--- src/rtl/md_force_pkg.sv ---
// Shared types and default geometry for the force write-back path.
// Latency: n/a (declarations only).
// Backpressure: n/a.
//
// Constants carry an MD_ prefix so importing modules can still declare
// parameters with the short names without colliding with the wildcard import.
package md_force_pkg;

  localparam int MD_DATA_WIDTH        = 32;
  localparam int MD_CELL_ID_WIDTH     = 3;
  localparam int MD_PARTICLE_ID_WIDTH = 7;
  localparam int MD_NUM_FILTER        = 7;
  localparam int MD_ID_WIDTH          = 3*MD_CELL_ID_WIDTH + MD_PARTICLE_ID_WIDTH;
  localparam int MD_WB_WIDTH          = MD_ID_WIDTH + 3*MD_DATA_WIDTH;
  localparam int MD_NUM_SLOTS         = 2*MD_NUM_FILTER - 1;

  // Cell id {x,y,z} = {2,2,2}: a reference id from this cell marks phase 0.
  localparam logic [3*MD_CELL_ID_WIDTH-1:0] MD_HOME_CELL = 9'b010010010;

  // Write-back packet; field order gives the flat layout {id,z,y,x}.
  typedef struct packed {
    logic [MD_ID_WIDTH-1:0]   id;
    logic [MD_DATA_WIDTH-1:0] fz;
    logic [MD_DATA_WIDTH-1:0] fy;
    logic [MD_DATA_WIDTH-1:0] fx;
  } wb_pkt_t;

  typedef enum logic [1:0] {
    ST_ACTIVE = 2'd0,
    ST_WAIT   = 2'd1,
    ST_WB_REF = 2'd2
  } fd_state_t;

endpackage

--- src/rtl/fd_sync_fifo.sv ---
// Generic synchronous FIFO with show-ahead read data and full/empty flags.
// Latency: a pushed word is visible on pop_dat the cycle after the push.
// Backpressure: a push while full is ignored unless a pop happens the same cycle.
//
// Ports: clk, rst (async, active-low), push/push_dat, pop/pop_dat, full, empty.
module fd_sync_fifo #(
  parameter int WIDTH = 8,
  parameter int DEPTH = 8
) (
  input  logic             clk,
  input  logic             rst,
  input  logic             push,
  input  logic [WIDTH-1:0] push_dat,
  input  logic             pop,
  output logic [WIDTH-1:0] pop_dat,
  output logic             full,
  output logic             empty
);

  localparam int AW = $clog2(DEPTH);

  logic [WIDTH-1:0] mem [DEPTH];
  // One extra pointer bit distinguishes full from empty when addresses match.
  logic [AW:0]      wptr;
  logic [AW:0]      rptr;
  logic             wr_en;
  logic             rd_en;

  assign empty   = (wptr == rptr);
  assign full    = (wptr[AW] != rptr[AW]) && (wptr[AW-1:0] == rptr[AW-1:0]);
  assign rd_en   = pop && !empty;
  assign wr_en   = push && (!full || rd_en);
  assign pop_dat = mem[rptr[AW-1:0]];

  always_ff @(posedge clk or negedge rst) begin
    if (!rst) begin
      wptr <= '0;
      rptr <= '0;
    end else begin
      if (wr_en) wptr <= wptr + 1'b1;
      if (rd_en) rptr <= rptr + 1'b1;
    end
  end

  always_ff @(posedge clk) begin
    if (wr_en) mem[wptr[AW-1:0]] <= push_dat;
  end

endmodule

--- src/rtl/force_wb_distributor.sv ---
// Streams neighbour forces and bursts captured reference forces onto the write-back bus.
// Latency: neighbour push to wb_valid is 2 cycles when the FIFO is empty and the output is free.
// Backpressure: wb_out/wb_valid hold while !ready; a neighbour push into a full FIFO is dropped.
//
// Ports: clk, rst (async, active-low), start_wb; ref_force_x/y/z, ref_id, ref_force_valid
// (NUM_FILTER channels); force_x/y/z, nb_id, force_valid (neighbour); ready;
// wb_out {id,z,y,x}, wb_valid, all_ref_wb_issued, busy, nb_overflow, ref_drop.
// Build option FD_SKIP_EMPTY_EN: the reference burst jumps straight to valid slots
// instead of spending one cycle on every slot.
module force_wb_distributor
  import md_force_pkg::*;
#(
  parameter int DATA_WIDTH        = MD_DATA_WIDTH,
  parameter int CELL_ID_WIDTH     = MD_CELL_ID_WIDTH,
  parameter int PARTICLE_ID_WIDTH = MD_PARTICLE_ID_WIDTH,
  parameter int NUM_FILTER        = MD_NUM_FILTER,
  parameter int ID_WIDTH          = 3*CELL_ID_WIDTH + PARTICLE_ID_WIDTH,
  parameter int WB_WIDTH          = ID_WIDTH + 3*DATA_WIDTH,
  parameter int NUM_SLOTS         = 2*NUM_FILTER - 1,
  parameter int NB_FIFO_DEPTH     = 8,
  parameter int WAIT_CYCLES       = 5,
  parameter logic [3*CELL_ID_WIDTH-1:0] HOME_CELL = MD_HOME_CELL
) (
  input  logic                                  clk,
  input  logic                                  rst,
  input  logic                                  start_wb,
  input  logic [NUM_FILTER-1:0][DATA_WIDTH-1:0] ref_force_x,
  input  logic [NUM_FILTER-1:0][DATA_WIDTH-1:0] ref_force_y,
  input  logic [NUM_FILTER-1:0][DATA_WIDTH-1:0] ref_force_z,
  input  logic [NUM_FILTER-1:0][ID_WIDTH-1:0]   ref_id,
  input  logic [NUM_FILTER-1:0]                 ref_force_valid,
  input  logic [DATA_WIDTH-1:0]                 force_x,
  input  logic [DATA_WIDTH-1:0]                 force_y,
  input  logic [DATA_WIDTH-1:0]                 force_z,
  input  logic [ID_WIDTH-1:0]                   nb_id,
  input  logic                                  force_valid,
  input  logic                                  ready,
  output logic [WB_WIDTH-1:0]                   wb_out,
  output logic                                  wb_valid,
  output logic                                  all_ref_wb_issued,
  output logic                                  busy,
  output logic                                  nb_overflow,
  output logic                                  ref_drop
);

  localparam int SLOT_W = (NUM_SLOTS > 1) ? $clog2(NUM_SLOTS) : 1;
  localparam int CNT_W  = $clog2(WAIT_CYCLES + 1);
  localparam int CELL_W = 3*CELL_ID_WIDTH;

  fd_state_t state, state_nxt;
  logic [CNT_W-1:0] wait_cnt, wait_cnt_nxt;

  logic                fifo_full, fifo_empty, fifo_pop;
  logic [WB_WIDTH-1:0] fifo_dat;
  logic                out_free;

  logic                                phase0, cap_en, in_wb;
  logic [NUM_SLOTS-1:0]                slot_vld, cap_we, ref_sel, ref_clr;
  logic [NUM_SLOTS-1:0][WB_WIDTH-1:0]  cap_pkt;
  logic [WB_WIDTH-1:0]                 slot_dat [NUM_SLOTS];
  logic [SLOT_W-1:0]                   ref_idx;
  logic                                ref_cur_vld, ref_load, ref_done;

  assign in_wb    = (state == ST_WB_REF);
  assign busy     = (state != ST_ACTIVE);
  // Output register may take a new beat when empty or emptying this cycle.
  assign out_free = !wb_valid || ready;

  // ---------------- neighbour path ----------------
  fd_sync_fifo #(.WIDTH(WB_WIDTH), .DEPTH(NB_FIFO_DEPTH)) u_nb_fifo (
    .clk      (clk),
    .rst      (rst),
    .push     (force_valid),
    .push_dat ({nb_id, force_z, force_y, force_x}),
    .pop      (fifo_pop),
    .pop_dat  (fifo_dat),
    .full     (fifo_full),
    .empty    (fifo_empty)
  );

  // Reference beats own the output while the burst wants it.
  assign fifo_pop = out_free && !fifo_empty && !ref_load;

  // ---------------- reference capture ----------------
  assign phase0 = ref_force_valid[0] && (ref_id[0][ID_WIDTH-1 -: CELL_W] == HOME_CELL);
  assign cap_en = !in_wb;

  // Slot s is fed by exactly one channel in exactly one phase:
  // phase 0 fills slots 0..NF-2 from channels 1..NF-1, phase 1 fills NF-1..2NF-2 from 0..NF-1.
  for (genvar s = 0; s < NUM_SLOTS; s++) begin : g_slot
    localparam bit SLOT_PH0 = (s < NUM_FILTER-1);
    localparam int SLOT_CH  = SLOT_PH0 ? s + 1 : s - (NUM_FILTER-1);
    assign cap_we[s]  = cap_en && (phase0 == SLOT_PH0) && ref_force_valid[SLOT_CH];
    assign cap_pkt[s] = {ref_id[SLOT_CH], ref_force_z[SLOT_CH],
                         ref_force_y[SLOT_CH], ref_force_x[SLOT_CH]};
  end

  always_ff @(posedge clk) begin
    for (int s = 0; s < NUM_SLOTS; s++) begin
      if (cap_we[s]) slot_dat[s] <= cap_pkt[s];
    end
  end

  // Capture and clear never coincide: capture is off during the burst.
  always_ff @(posedge clk or negedge rst) begin
    if (!rst) slot_vld <= '0;
    else      slot_vld <= (slot_vld | cap_we) & ~ref_clr;
  end

  // ---------------- reference burst walker ----------------
  assign ref_sel     = NUM_SLOTS'(1) << ref_idx;
  assign ref_cur_vld = |(slot_vld & ref_sel);
  assign ref_load    = in_wb && ref_cur_vld && out_free;
  assign ref_clr     = ref_load ? ref_sel : '0;

`ifdef FD_SKIP_EMPTY_EN
  // Lowest valid slot first; with nothing valid the burst ends at once.
  always_comb begin
    ref_idx = '0;
    for (int i = NUM_SLOTS-1; i >= 0; i--) begin
      if (slot_vld[i]) ref_idx = SLOT_W'(i);
    end
  end
  assign ref_done = in_wb && (!ref_cur_vld || (out_free && ((slot_vld & ~ref_sel) == '0)));
`else
  // Fixed walk over every slot; an empty slot still costs one cycle.
  logic [SLOT_W-1:0] ref_idx_q;
  logic              ref_step;

  assign ref_idx  = ref_idx_q;
  assign ref_step = in_wb && (!ref_cur_vld || out_free);
  assign ref_done = ref_step && (ref_idx_q == SLOT_W'(NUM_SLOTS-1));

  always_ff @(posedge clk or negedge rst) begin
    if (!rst)                  ref_idx_q <= '0;
    else if (!in_wb || ref_done) ref_idx_q <= '0;
    else if (ref_step)         ref_idx_q <= ref_idx_q + 1'b1;
  end
`endif

  // ---------------- control FSM ----------------
  always_ff @(posedge clk or negedge rst) begin
    if (!rst) begin
      state    <= ST_ACTIVE;
      wait_cnt <= '0;
    end else begin
      state    <= state_nxt;
      wait_cnt <= wait_cnt_nxt;
    end
  end

  always_comb begin
    state_nxt    = state;
    wait_cnt_nxt = wait_cnt;
    case (state)
      ST_ACTIVE: begin
        if (start_wb) begin
          state_nxt    = ST_WAIT;
          wait_cnt_nxt = '0;
        end
      end
      ST_WAIT: begin
        // The burst starts only after the neighbour stream has been quiet long enough.
        if ((wait_cnt == CNT_W'(WAIT_CYCLES)) && fifo_empty) state_nxt = ST_WB_REF;
        else if (force_valid || !fifo_empty)                  wait_cnt_nxt = '0;
        else                                                  wait_cnt_nxt = wait_cnt + 1'b1;
      end
      ST_WB_REF: begin
        if (ref_done) state_nxt = ST_ACTIVE;
      end
      default: state_nxt = ST_ACTIVE;
    endcase
  end

  // ---------------- output register and flags ----------------
  always_ff @(posedge clk or negedge rst) begin
    if (!rst) begin
      wb_out   <= '0;
      wb_valid <= 1'b0;
    end else if (out_free) begin
      if (ref_load) begin
        wb_out   <= slot_dat[ref_idx];
        wb_valid <= 1'b1;
      end else if (fifo_pop) begin
        wb_out   <= fifo_dat;
        wb_valid <= 1'b1;
      end else begin
        wb_valid <= 1'b0;
      end
    end
  end

  always_ff @(posedge clk or negedge rst) begin
    if (!rst) begin
      all_ref_wb_issued <= 1'b0;
      nb_overflow       <= 1'b0;
      ref_drop          <= 1'b0;
    end else begin
      all_ref_wb_issued <= in_wb && ref_done;
      // A push into a full FIFO survives only if a pop frees a word the same cycle.
      nb_overflow       <= nb_overflow | (force_valid && fifo_full && !fifo_pop);
      ref_drop          <= ref_drop | (in_wb && (|ref_force_valid));
    end
  end

endmodule

--- config.mk ---
export PLATFORM = sky130hd
export DESIGN_NAME = force_wb_distributor
export DESIGN_NICKNAME = d
export VERILOG_FILES = /design/src/rtl/md_force_pkg.sv /design/src/rtl/fd_sync_fifo.sv /design/src/rtl/force_wb_distributor.sv
export SDC_FILE = /design/constraint.sdc
export NUM_CORES = 2
export LEC_CHECK = 0
export BUFFER_PORTS_ARGS = -buffer_cell sky130_fd_sc_hd__buf_2
export CAP_MARGIN = 25
export CELL_PAD_IN_SITES_DETAIL_PLACEMENT = 0
export CELL_PAD_IN_SITES_GLOBAL_PLACEMENT = 1
export CORE_AREA = 4 4 742 376
export CTS_CLUSTER_DIAMETER = 100
export DETAILED_ROUTE_END_ITERATION = 10
export DIE_AREA = 0 0 746 380
export PLACE_DENSITY = 0.68
export SYNTH_ARGS = -nofsm -noshare
export SYNTH_HDL_FRONTEND = slang
export SYNTH_HIERARCHICAL = 1
export SYNTH_SLANG_ARGS = --single-unit
--- constraint.sdc ---
create_clock -name clk -period 46.9 [get_ports clk]
set_input_delay 2.345 -clock clk [delete_from_list [all_inputs] [get_ports clk]]
set_output_delay 2.345 -clock clk [all_outputs]
set_load 0.03 [all_outputs]
==> qor.yml <==
ys_seq_area_share_pct: 78.3
grt_max_degree: 131
coreArea_um2: 273000
fin_crit_ns: 6.09
clock_path_buffers: 4
antenna_found_initial: 191
rows: 136
crit_top_cell: "buf_4"
ant_nets: 0
post_drt_wl_per_cell_um: 33.1
crit_family: "buffers and inverters"
syn-cell-area_um2: 94900
crit_type: "register to register"
nets: 6263
synth_ff_type: "edfxtp_1"
grt-ovfl-total: 0
dieArea_um2: 283000
first_global_vias: 50200
die_x_um: 746
drt_wl_total_mm: 307
synthDistinctLibCells: 52
syn_inst: 4250
area_delta_synth_final_pct: 18.2
path_buf_inv: 5
fin_crit_sh_pct: 13.0
p_leak_nw: 37.1
max_stage_delay_ns: 0.97
die_y_um: 380
path_cells: "buf_4 -> inv_1 -> ha_1 -> a221oi_1 -> a311oi_2 -> o31ai_1 -> and2_1 -> nor3_1 -> buf_4 -> nor4b_2 -> buf_4 -> buf_4"
dp_hpwl_mm: 202
postLayoutCoreUtil_pct: 41.1
status: "finished, final reports clean"
cp_max_fo: 51
ys_warn_count: 6
setup_viol: 0
synth_edf_count: 2352
clk_latency_ns: 0.86
post_cts_buffers: 0
drive_above_1_share_pct: 38.9
gp_congestion: 0.836
worst_path_max_delay_cell: "dfrtp_4"
fill_cells: 24000
drt_iter0_drc: 5573
clock_skew_ns: 0.0596
async_flop_share_pct: 5.84
tns_ns: 0
post_cts_resized: 0
drcViolationCount: 0
fmax_mhz: 164
rrSetupSlack_ns: 40.81
avgSynthCellArea_um2: 22.3
grt_pass1_wl_mm: 418
syn_nets: 5168
cts_hold_buffers: 0
io_buffers: 1024
clk_pin_slew_ns: 0.06
cts_tree: "yes"
cap_violations: 0
ioPinCount: 1025
start_util_pct: 34.8
hold_class: "register to register"
rsz0062_at_grt: "no"
synth_seq_cells: 2498
worst_pin_slew_ns: 1.20
drt-pass1-iter-count: 5
p_per_area_nw_per_um2: 51.2
peakVddDrop_mv: 0.0460
cp.required_ns: 47.39
cp.arrival_ns: 6.58
routed_via_density: 5.32
grtUsageTotal_pct: 21.1
htree_num_levels: 4
crit_path_start_kind: "register"
endpoint_kind: "register"
numCtsBuffers: 225
final_max_slew_viol_count: 0
clock-root-buffer: "clkbuf_16"
hold_viol: 0
cts_sinks: 2498
vias: 49300
slew_headroom_pct: 20.3
==> state kept, by name, indices dropped and copies added (netlist names) <==
register and cells:
ref_drop 1, slot_vld 13, u_nb_fifo/wptr 4, u_nb_fifo/rptr 4
state 2, wb_out 112, all_ref_wb_issued 1, slot_dat 1456
ref_idx 4, wait_cnt 3, wb_valid 1, nb_overflow 1
u_nb_fifo/mem 896
==> cell usage in the layout, fill, tap and decap left out, types with 83 or more instances in the layout <==
cell	Yosys	routed
a21oi_1	229	229
nor2_1	136	134
mux2_2	114	114
edfxtp_1	2352	2352
diode_2	0	83
buf_2	124	1023
clkbuf_16	0	226
dfrtp_1	146	139
o22ai_1	113	113
mux4_2	560	560
mux2i_1	224	224
==> worst paths after layout <==
path	cells past startpoint	start	end
min reg2reg	1	wait_cnt[2]	wait_cnt[2]
max reg2reg	12	ref_idx[1]	u_nb_fifo/mem[6][72]
min	1	wait_cnt[2]	wait_cnt[2]
min in group asynchronous	1	rst	wb_out[15]
max	12	ref_idx[1]	u_nb_fifo/mem[6][72]
max in group asynchronous	2	rst	wb_out[49]
==> Yosys cell counts (3+ instances only) <==
cell	count	area share (%)
a31oi_1	6	0.040
ha_1	10	0.13
mux2_2	114	1.4
nand2_1	14	0.055
buf_1	32	0.13
buf_2	124	0.65
nor4b_1	3	0.028
o21ai_0	5	0.026
inv_1	9	0.036
a21oi_1	229	1.2
nor4_1	4	0.026
mux4_2	560	13
o31ai_2	3	0.040
buf_6	5	0.059
edfxtp_1	2352	74
o31ai_1	4	0.032
and3_1	15	0.099
nor2_1	136	0.54
a2bb2oi_1	3	0.028
clkbuf_1	71	0.28
nand4_1	4	0.026
nor3_1	4	0.021
xnor2_1	8	0.074
nand2b_1	8	0.053
o22ai_1	113	0.75
mux2i_1	224	2.4
dfrtp_1	146	3.9
buf_4	3	0.024
nand3_1	10	0.053
==> final cells by class <==
type / count / area [um2] / area share, %
Clock buffer: 269 / 5910 / 5.27
Inverter: 9 / 33.8 / 0.0301
Antenna cell: 83 / 208 / 0.185
Tap cell: 3657 / 4580 / 4.08
Sequential cell: 2498 / 74300 / 66.3
Multi-Input combinational cell: 1508 / 19600 / 17.5
Timing Repair Buffer: 1103 / 5910 / 5.27
Clock inverter: 140 / 1580 / 1.41
==> worst reg2reg max path, cell delays in order (launching register included) <==
cell and delay, ns:
dfrtp_4 0.97, buf_4 0.78, inv_1 0.30, ha_1 0.37, a221oi_1 0.36, a311oi_2 0.15, o31ai_1 0.37, and2_1 0.39
nor3_1 0.12, buf_4 0.20, nor4b_2 0.29, buf_4 0.47, buf_4 0.86
==> kinds of logic after synthesis <==
kind of cell    count (synthesis)  synth area share (%)
compound gates                380                  2.28
buf+inv                       244                  1.18
fa+ha+maj                      10                 0.132
simple gates                  211                  1.00
xor+xnor                        9                0.0831
flops                        2498                  78.3
mux                           898                  17.0
==> routing by layer <==
layer	wire (um)	share of wire, %	up-vias	global-route usage, %
met5	506	0.16	-	0
li1	-	-	20100	-
met1	117000	38	26300	26.1
met4	8370	2.7	82	5.61
met3	26000	8.5	553	6.38
met2	155000	50	2283	36.2
==> power by group <==
part,switching [mW],internal [mW]
logic,0.605,0.447
clock network,0.842,1.06
registers,0.116,2.67
==> metrics by stage <==
step	total power, mW	std cells	hold slack, ns	area (um2)	worst slack (ns)
5_1_grt	5.97	9208	0.531	112000	40.43
3_5_place_dp	3.92	8775	0.475	104000	40.18
2_1_floorplan	3.53	4250	0.450	94900	31.16
3_3_place_gp	3.90	8773	0.463	104000	40.27
4_1_cts	5.82	9184	0.488	112000	40.79
6_report	5.74	9267	0.485	112000	40.81
Note: power is estimated with default switching activity, not from simulation.
